File: src/rtl/axi_wr_dispatch_pkg.sv
// axi_wr_dispatch_pkg
//   Shared types and constants for the AXI write dispatcher:
//   - state_t       : one-hot FSM state encoding
//   - BRESP_*       : AXI write response codes
//   - CLR_SEL       : window select value of the soft-clear window
//   - win_dec_t     : result of decoding an address window
//   - decode_window : maps a window select to clear / FIFO / last-field / error
package axi_wr_dispatch_pkg;

  typedef enum logic [3:0] {
    ST_INIT = 4'b0001,
    ST_IDLE = 4'b0010,
    ST_DATA = 4'b0100,
    ST_RESP = 4'b1000
  } state_t;

  localparam logic [1:0] BRESP_OKAY   = 2'b00;
  localparam logic [1:0] BRESP_SLVERR = 2'b10;

  localparam int unsigned CLR_SEL = 0;

  typedef struct packed {
    logic       err;
    logic       is_clr;
    logic       is_last;
    logic [2:0] fifo;
  } win_dec_t;

  // Windows: 0 = clear, 1+2f = FIFO f normal, 2+2f = FIFO f last-field.
  // Odd selects are normal fields, even non-zero selects are last fields.
  function automatic win_dec_t decode_window(input logic [31:0] sel, input int num_fifo);
    win_dec_t d;
    d = '0;
    if (sel == CLR_SEL) begin
      d.is_clr = 1'b1;
    end else if (sel <= 32'(2 * num_fifo)) begin
      d.fifo    = 3'((sel - 32'd1) >> 1);
      d.is_last = ~sel[0];
    end else begin
      d.err = 1'b1;
    end
    return d;
  endfunction

endpackage

File: src/rtl/axi_wr_dispatch_index_ctr.sv
// dispatch_index_ctr
//   Wrapping field-index counter for one downstream FIFO.
//   clk     : clock
//   reset_n : asynchronous active-low reset (count -> 0)
//   clr     : synchronous clear, wins over inc
//   inc     : synchronous increment, wraps 2^INDEX_W-1 -> 0
//   count   : current index
module dispatch_index_ctr #(
  parameter int INDEX_W = 10
) (
  input  logic               clk,
  input  logic               reset_n,
  input  logic               clr,
  input  logic               inc,
  output logic [INDEX_W-1:0] count
);

  always_ff @(posedge clk or negedge reset_n) begin
    if (!reset_n) begin
      count <= '0;
    end else if (clr) begin
      count <= '0;
    end else if (inc) begin
      count <= count + {{(INDEX_W-1){1'b0}}, 1'b1};
    end
  end

endmodule

File: src/rtl/axi_wr_dispatch.sv
// axi_wr_dispatch
//   AXI4 write slave that decodes each burst by address window and streams
//   its beats into one of NUM_FIFO downstream FIFOs.
//   clk, reset_n        : clock, asynchronous active-low reset
//   axs_s0_aw*          : AW channel (awburst and low address bits ignored)
//   axs_s0_w*           : W channel, stalls while the target FIFO is full
//   axs_s0_b*           : B channel, OKAY or SLVERR with echoed id
//   fifo_full           : per-FIFO full flags
//   fifo_clr            : per-FIFO clear pulses (INIT and clear window)
//   fifo_push           : per-FIFO push strobes
//   push_data/strb/index/last : shared push payload
module axi_wr_dispatch
  import axi_wr_dispatch_pkg::*;
#(
  parameter int DATA_W   = 32,
  parameter int ADDR_W   = 16,
  parameter int ID_W     = 4,
  parameter int NUM_FIFO = 2,
  parameter int INDEX_W  = 10,
  parameter int SEL_LSB  = 8
) (
  input  logic                clk,
  input  logic                reset_n,
  input  logic [ID_W-1:0]     axs_s0_awid,
  input  logic [ADDR_W-1:0]   axs_s0_awaddr,
  input  logic [7:0]          axs_s0_awlen,
  input  logic [2:0]          axs_s0_awsize,
  input  logic [1:0]          axs_s0_awburst,
  input  logic                axs_s0_awvalid,
  output logic                axs_s0_awready,
  input  logic [DATA_W-1:0]   axs_s0_wdata,
  input  logic [DATA_W/8-1:0] axs_s0_wstrb,
  input  logic                axs_s0_wlast,
  input  logic                axs_s0_wvalid,
  output logic                axs_s0_wready,
  output logic [ID_W-1:0]     axs_s0_bid,
  output logic [1:0]          axs_s0_bresp,
  output logic                axs_s0_bvalid,
  input  logic                axs_s0_bready,
  input  logic [NUM_FIFO-1:0] fifo_full,
  output logic [NUM_FIFO-1:0] fifo_clr,
  output logic [NUM_FIFO-1:0] fifo_push,
  output logic [DATA_W-1:0]   push_data,
  output logic [DATA_W/8-1:0] push_strb,
  output logic [INDEX_W-1:0]  push_index,
  output logic                push_last
);

  localparam int         STRB_W    = DATA_W / 8;
  localparam int         FW        = (NUM_FIFO > 1) ? $clog2(NUM_FIFO) : 1;
  localparam logic [2:0] SIZE_FULL = 3'($clog2(STRB_W));

  state_t              state;
  logic                awready_q;
  logic                bvalid_q;
  logic [ID_W-1:0]     bid_q;
  logic [1:0]          bresp_q;
  logic [NUM_FIFO-1:0] fifo_clr_q;
  logic [FW-1:0]       f_q;
  logic                is_last_q;
  logic                is_clr_q;
  logic                err_q;
  logic                wlast_err_q;
  logic [7:0]          beat_cnt_q;

  win_dec_t            aw_dec;
  logic                aw_hs;
  logic                in_data;
  logic                w_hs;
  logic                data_hs;
  logic                clr_beat;
  logic                final_beat;
  logic [NUM_FIFO-1:0] clr_mask;
  logic [NUM_FIFO-1:0] ctr_clr;
  logic [NUM_FIFO-1:0] ctr_inc;
  logic [INDEX_W-1:0]  index [NUM_FIFO];
  logic                unused_ok;

  assign aw_dec = decode_window(32'(axs_s0_awaddr[ADDR_W-1:SEL_LSB]), NUM_FIFO);
  assign unused_ok = ^{axs_s0_awburst, axs_s0_awaddr[SEL_LSB-1:0], aw_dec.fifo};

  assign aw_hs      = (state == ST_IDLE) && awready_q && axs_s0_awvalid;
  assign in_data    = (state == ST_DATA);
  // Error and clear bursts never touch a FIFO, so they ignore its full flag.
  assign axs_s0_wready = in_data && (err_q || is_clr_q || !fifo_full[f_q]);
  assign w_hs       = axs_s0_wready && axs_s0_wvalid;
  assign final_beat = (beat_cnt_q == 8'd0);
  assign data_hs    = w_hs && !err_q && !is_clr_q;
  assign clr_beat   = w_hs && is_clr_q && !err_q;
  assign clr_mask   = clr_beat ? axs_s0_wdata[NUM_FIFO-1:0] : '0;
  // Counters clear on the handshake edge so the zeroed index lines up with
  // the registered fifo_clr pulse.
  assign ctr_clr    = (state == ST_INIT) ? '1 : clr_mask;

  always_comb begin
    fifo_push = '0;
    ctr_inc   = '0;
    if (data_hs) begin
      fifo_push[f_q] = 1'b1;
      ctr_inc[f_q]   = is_last_q && final_beat;
    end
  end

  assign push_data  = in_data ? axs_s0_wdata : '0;
  assign push_strb  = in_data ? axs_s0_wstrb : '0;
  assign push_index = in_data ? index[f_q] : '0;
  assign push_last  = data_hs && is_last_q && final_beat;

  assign axs_s0_awready = awready_q;
  assign axs_s0_bvalid  = bvalid_q;
  assign axs_s0_bid     = bid_q;
  assign axs_s0_bresp   = bresp_q;
  assign fifo_clr       = fifo_clr_q;

  for (genvar g = 0; g < NUM_FIFO; g++) begin : g_idx
    dispatch_index_ctr #(.INDEX_W(INDEX_W)) u_ctr (
      .clk     (clk),
      .reset_n (reset_n),
      .clr     (ctr_clr[g]),
      .inc     (ctr_inc[g]),
      .count   (index[g])
    );
  end

  always_ff @(posedge clk or negedge reset_n) begin
    if (!reset_n) begin
      state       <= ST_INIT;
      awready_q   <= 1'b0;
      bvalid_q    <= 1'b0;
      bid_q       <= '0;
      bresp_q     <= BRESP_OKAY;
      fifo_clr_q  <= '0;
      f_q         <= '0;
      is_last_q   <= 1'b0;
      is_clr_q    <= 1'b0;
      err_q       <= 1'b0;
      wlast_err_q <= 1'b0;
      beat_cnt_q  <= '0;
    end else begin
      case (state)
        ST_INIT: begin
          fifo_clr_q <= '1;
          awready_q  <= 1'b0;
          bvalid_q   <= 1'b0;
          state      <= ST_IDLE;
        end
        ST_IDLE: begin
          fifo_clr_q <= '0;
          if (aw_hs) begin
            awready_q   <= 1'b0;
            bid_q       <= axs_s0_awid;
            f_q         <= aw_dec.fifo[FW-1:0];
            is_last_q   <= aw_dec.is_last;
            is_clr_q    <= aw_dec.is_clr;
            err_q       <= aw_dec.err || (axs_s0_awsize != SIZE_FULL);
            wlast_err_q <= 1'b0;
            beat_cnt_q  <= axs_s0_awlen;
            state       <= ST_DATA;
          end else begin
            awready_q <= 1'b1;
          end
        end
        ST_DATA: begin
          fifo_clr_q <= clr_mask;
          if (w_hs) begin
            if (final_beat) begin
              bvalid_q <= 1'b1;
              bresp_q  <= (err_q || wlast_err_q || !axs_s0_wlast) ? BRESP_SLVERR : BRESP_OKAY;
              state    <= ST_RESP;
            end else begin
              beat_cnt_q <= beat_cnt_q - 8'd1;
              if (axs_s0_wlast) wlast_err_q <= 1'b1;
            end
          end
        end
        ST_RESP: begin
          fifo_clr_q <= '0;
          if (axs_s0_bready) begin
            bvalid_q  <= 1'b0;
            awready_q <= 1'b1;
            state     <= ST_IDLE;
          end
        end
        default: begin
          awready_q  <= 1'b0;
          bvalid_q   <= 1'b0;
          fifo_clr_q <= '0;
          state      <= ST_INIT;
        end
      endcase
    end
  end

endmodule

File: config.mk
export PLATFORM = sky130hd
export DESIGN_NAME = axi_wr_dispatch
export DESIGN_NICKNAME = d
export VERILOG_FILES = /design/src/rtl/axi_wr_dispatch_pkg.sv /design/src/rtl/axi_wr_dispatch_index_ctr.sv /design/src/rtl/axi_wr_dispatch.sv
export SDC_FILE = /design/constraint.sdc
export NUM_CORES = 1
export LEC_CHECK = 0
export CAP_MARGIN = 20
export CELL_PAD_IN_SITES_DETAIL_PLACEMENT = 2
export CELL_PAD_IN_SITES_GLOBAL_PLACEMENT = 2
export CORE_ASPECT_RATIO = 0.9
export CORE_UTILIZATION = 25
export CTS_BUF_LIST = sky130_fd_sc_hd__clkbuf_4 sky130_fd_sc_hd__clkbuf_8
export DETAILED_ROUTE_END_ITERATION = 8
export PLACE_DENSITY = 0.91
export RECOVER_POWER = 100
export SLEW_MARGIN = 25
export SYNTH_ARGS = -nofsm -noshare
export SYNTH_HDL_FRONTEND = slang
export SYNTH_HIERARCHICAL = 1
export SYNTH_SLANG_ARGS = --single-unit
File: constraint.sdc
create_clock -name clk -period 5.75 [get_ports clk]
set_clock_uncertainty 0.2 [all_clocks]
set_input_delay 1.15 -clock clk [delete_from_list [all_inputs] [get_ports clk]]
set_output_delay 1.15 -clock clk [all_outputs]
set_load 0.02 [all_outputs]
==> results.json <==
{
  "status": "complete, but fails checks",
  "violations": "max-capacitance violations, max-slew violations",
  "cts_tree": "yes",
  "switchingPower_uw": 504.7,
  "slowest_stage": "nor4b_1",
  "ctsRootBufferMaster": "clkbuf_8",
  "grt_max_degree": 47,
  "r2r_slack_ns": 1.51,
  "clk_path_buf_depth": 2,
  "p_leak_nw": 1.837,
  "drc": 0,
  "worstPathMaxFanout": 21,
  "yosysUniqueCellTypes": 52,
  "clock-sinks": 46,
  "most-common-layout-cells": "clkdlybuf4s50_1, dlygate4sd3_1, dfrtp_1",
  "clock_latency_ns": 0.30,
  "syn_area_um2": 2900,
  "die_h_um": 104.2,
  "seq_area_frac_synth_pct": 39.73,
  "totalWireLength_um": 10530,
  "initial_core_util_pct": 26.28,
  "crit_family": "buffers and inverters",
  "setup_slack_ns": 0.9758,
  "cap_viol_max_count": 1,
  "synth_xor_area_share_pct": 2.718,
  "r2r_start": "beat_cnt_q[0]$_DFFE_PN0P_",
  "die_w_um": 115.5,
  "core_area_um2": 11040,
  "path_cells": "nor4b_1 -> clkbuf_1 -> nand2_1 -> nor4_1 -> dlygate4sd3_1",
  "ctsHoldBuffers": 0,
  "rsz0062_at_grt": "no",
  "critPathLaunchType": "flop",
  "num-nets-final": 521,
  "avgViaCountPerCell": 4.993,
  "fin_util_pct": 38.92,
  "setup_tns_ns": 0,
  "synth_top_family_by_area": "simple AND/OR/NAND/NOR gates",
  "grt.overflow.total": 0,
  "fmax_mhz": 209.5,
  "relSlewSlack_pct": -74.07,
  "synthesis.nets": 408,
  "synthFlopType": "dfrtp_1",
  "yosys.area_share.simple_pct": 27.65,
  "drive_above_1_share_pct": 4.535,
  "clock_power_share_pct": 17.5,
  "grt_pass1_wl_um": 17370,
  "synthAdderAreaFrac_pct": 1.726,
  "cts_buffers": 5,
  "io_buffer_count": 125,
  "drt-initial-drc-count": 107,
  "io_pins": 137,
  "num_vias": 2961,
  "setup_viol": 0,
  "post-place-cells": 584,
  "synthArstFlopShare_pct": 100.0,
  "antenna_left": 0,
  "max_stage_delay_ns": 0.78,
  "p_seq_share_pct": 39.7,
  "crit_path_start": "state[1]$_DFFE_PN0P_",
  "critPathArrivalTime_ns": 3.42,
  "worstMarginPinSlew_ns": 2.611,
  "synth_mux_area_share_pct": 6.428,
  "power.combinational.fraction_pct": 42.8,
  "rows": 36,
  "synth_edf_count": 0,
  "post_cts_resized": 0,
  "fp.dieArea_um2": 12040,
  "cts_setup_buffers": 0,
  "syn_avg_cell_area_um2": 8.869,
  "instances_no_fill": 593,
  "period_needed_ns": 4.774,
  "synth_seq_cells": 46,
  "place_worst_setup_slack_ns": 1.215,
  "antenna_found_initial": 0,
  "yosys_warnings": 6,
  "mostFrequentLayoutCell": "clkdlybuf4s50_1",
  "worstHoldPathType": "flop to flop",
  "wl_per_cell_um": 17.76,
  "place_congestion": 0.7582,
  "critPathBufInv": 2,
  "end_kind": "output pin",
  "htreeDepth": 2,
  "netSwitchingFraction_pct": 41.40,
  "synthCells": 327,
  "cp.required_ns": 4.40,
  "p_int_uw": 714.2,
  "diodes": 0,
  "post-route-period-util_pct": 83.03,
  "drtPass1Iterations": 4,
  "drv_slew": 47,
  "dp_hpwl_um": 8374,
  "min_from": "is_last_q$_DFFE_PN0P_",
  "ir_drop_mv": 0.1093,
  "powerDensity_nw_per_um2": 283.8,
  "first_global_vias": 3215,
  "area_growth_pct": 48.10,
  "clk_pin_slew_worst_paths_ns": 0.09,
  "worst-setup-path-type": "flop to output pin",
  "synth_compound_gate_area_share_pct": 16.31,
  "hold_viol_final": 0,
  "grtUsageTotal_pct": 18.34
}
==> sequential cells by signal, summed over array words and instances (netlist names) <==
signal,count
err_q,1
beat_cnt_q,8
is_clr_q,1
axs_s0_awready,1
f_q,1
state,4
axs_s0_bid,4
fifo_clr,2
g_idx.u_ctr/count,20
is_last_q,1
axs_s0_bresp,1
axs_s0_bvalid,1
wlast_err_q,1
==> cells in the mapped netlist (all sizes together), types with 7 or more instances <==
| cell type | number | area, µm² |
|---|---|---|
| mux2i | 13 | 130.1 |
| or4 | 9 | 67.56 |
| o31ai | 12 | 90.09 |
| inv | 10 | 37.54 |
| and2 | 35 | 219.0 |
| clkbuf | 13 | 50.04 |
| nor3 | 8 | 40.04 |
| buf | 9 | 66.31 |
| nand4 | 7 | 58.81 |
| nor2 | 43 | 161.4 |
| a21oi | 22 | 110.1 |
| o21ai | 26 | 130.1 |
| xor2 | 7 | 61.31 |
| nand2 | 16 | 60.06 |
| dfrtp | 45 | 1126 |
==> tightest hold or removal path, stage by stage, from the launching register on <==
cell and delay, ns:
dfrtp_1 0.35, nand2_1 0.05, o31ai_1 0.05
==> layout make-up <==
class	instances	area [µm²]
Clock buffer	7	90.09
Timing Repair Buffer	128	1260
Sequential cell	46	1152
Multi-Input combinational cell	249	1560
Inverter	10	37.54
Clock inverter	1	5.005
Fill cell	1208	6740
Tap cell	152	190.2
==> path summary, 6_finish.rpt <==
kind,depth (start not counted),endpoint
max,5,fifo_push[0]
min,2,is_last_q$_DFFE_PN0P_
max reg2reg,10,g_idx[0].u_ctr/count[8]$_DFFE_PN0P_
min reg2reg,2,is_last_q$_DFFE_PN0P_
max in group asynchronous,1,g_idx[1].u_ctr/count[8]$_DFFE_PN0P_
min in group asynchronous,1,axs_s0_bid[0]$_DFFE_PN0P_
==> power groups by stage <==
stage          clock network (mW)  logic, mW  registers, mW
3_5_place_dp                    0      0.554          0.495
2_1_floorplan                   0      0.338          0.466
5_1_grt                     0.231      0.577          0.498
3_3_place_gp                    0      0.513          0.485
6_report                    0.214      0.522          0.484
4_1_cts                     0.222      0.559          0.489
==> logic make-up (layout without fill, tap and decap cells) <==
family          count (synthesis)  in the layout
xor+xnor                        9              9
flops                          46             46
buf+inv                        32            146
other cells                     1              1
simple gates                  144            144
compound gates                 73             73
mux                            18             18
fa+ha+maj                       4              4
==> stage by stage <==
step	cell area [µm²]	power, mW	hold WS (ns)
2_1_floorplan	2900	0.8038	0.2408
4_1_cts	4342	1.269	0.2933
5_1_grt	4295	1.306	0.3136
3_5_place_dp	4247	1.049	0.2720
3_3_place_gp	4244	0.9982	0.2695
6_report	4295	1.219	0.2827
==> per-layer routing <==
| metal | routed length [µm] | track usage [%] | vias to the layer above |
|---|---|---|---|
| li1 | - | - | 1373 |
| met1 | 4541 | 22.85 | 1520 |
| met2 | 5518 | 32.59 | 58 |
| met3 | 358 | 2.972 | 10 |
| met4 | 116 | 4.267 | 0 |
| met5 | 0 | 0 | - |
Power figures use the tool's default switching activity.
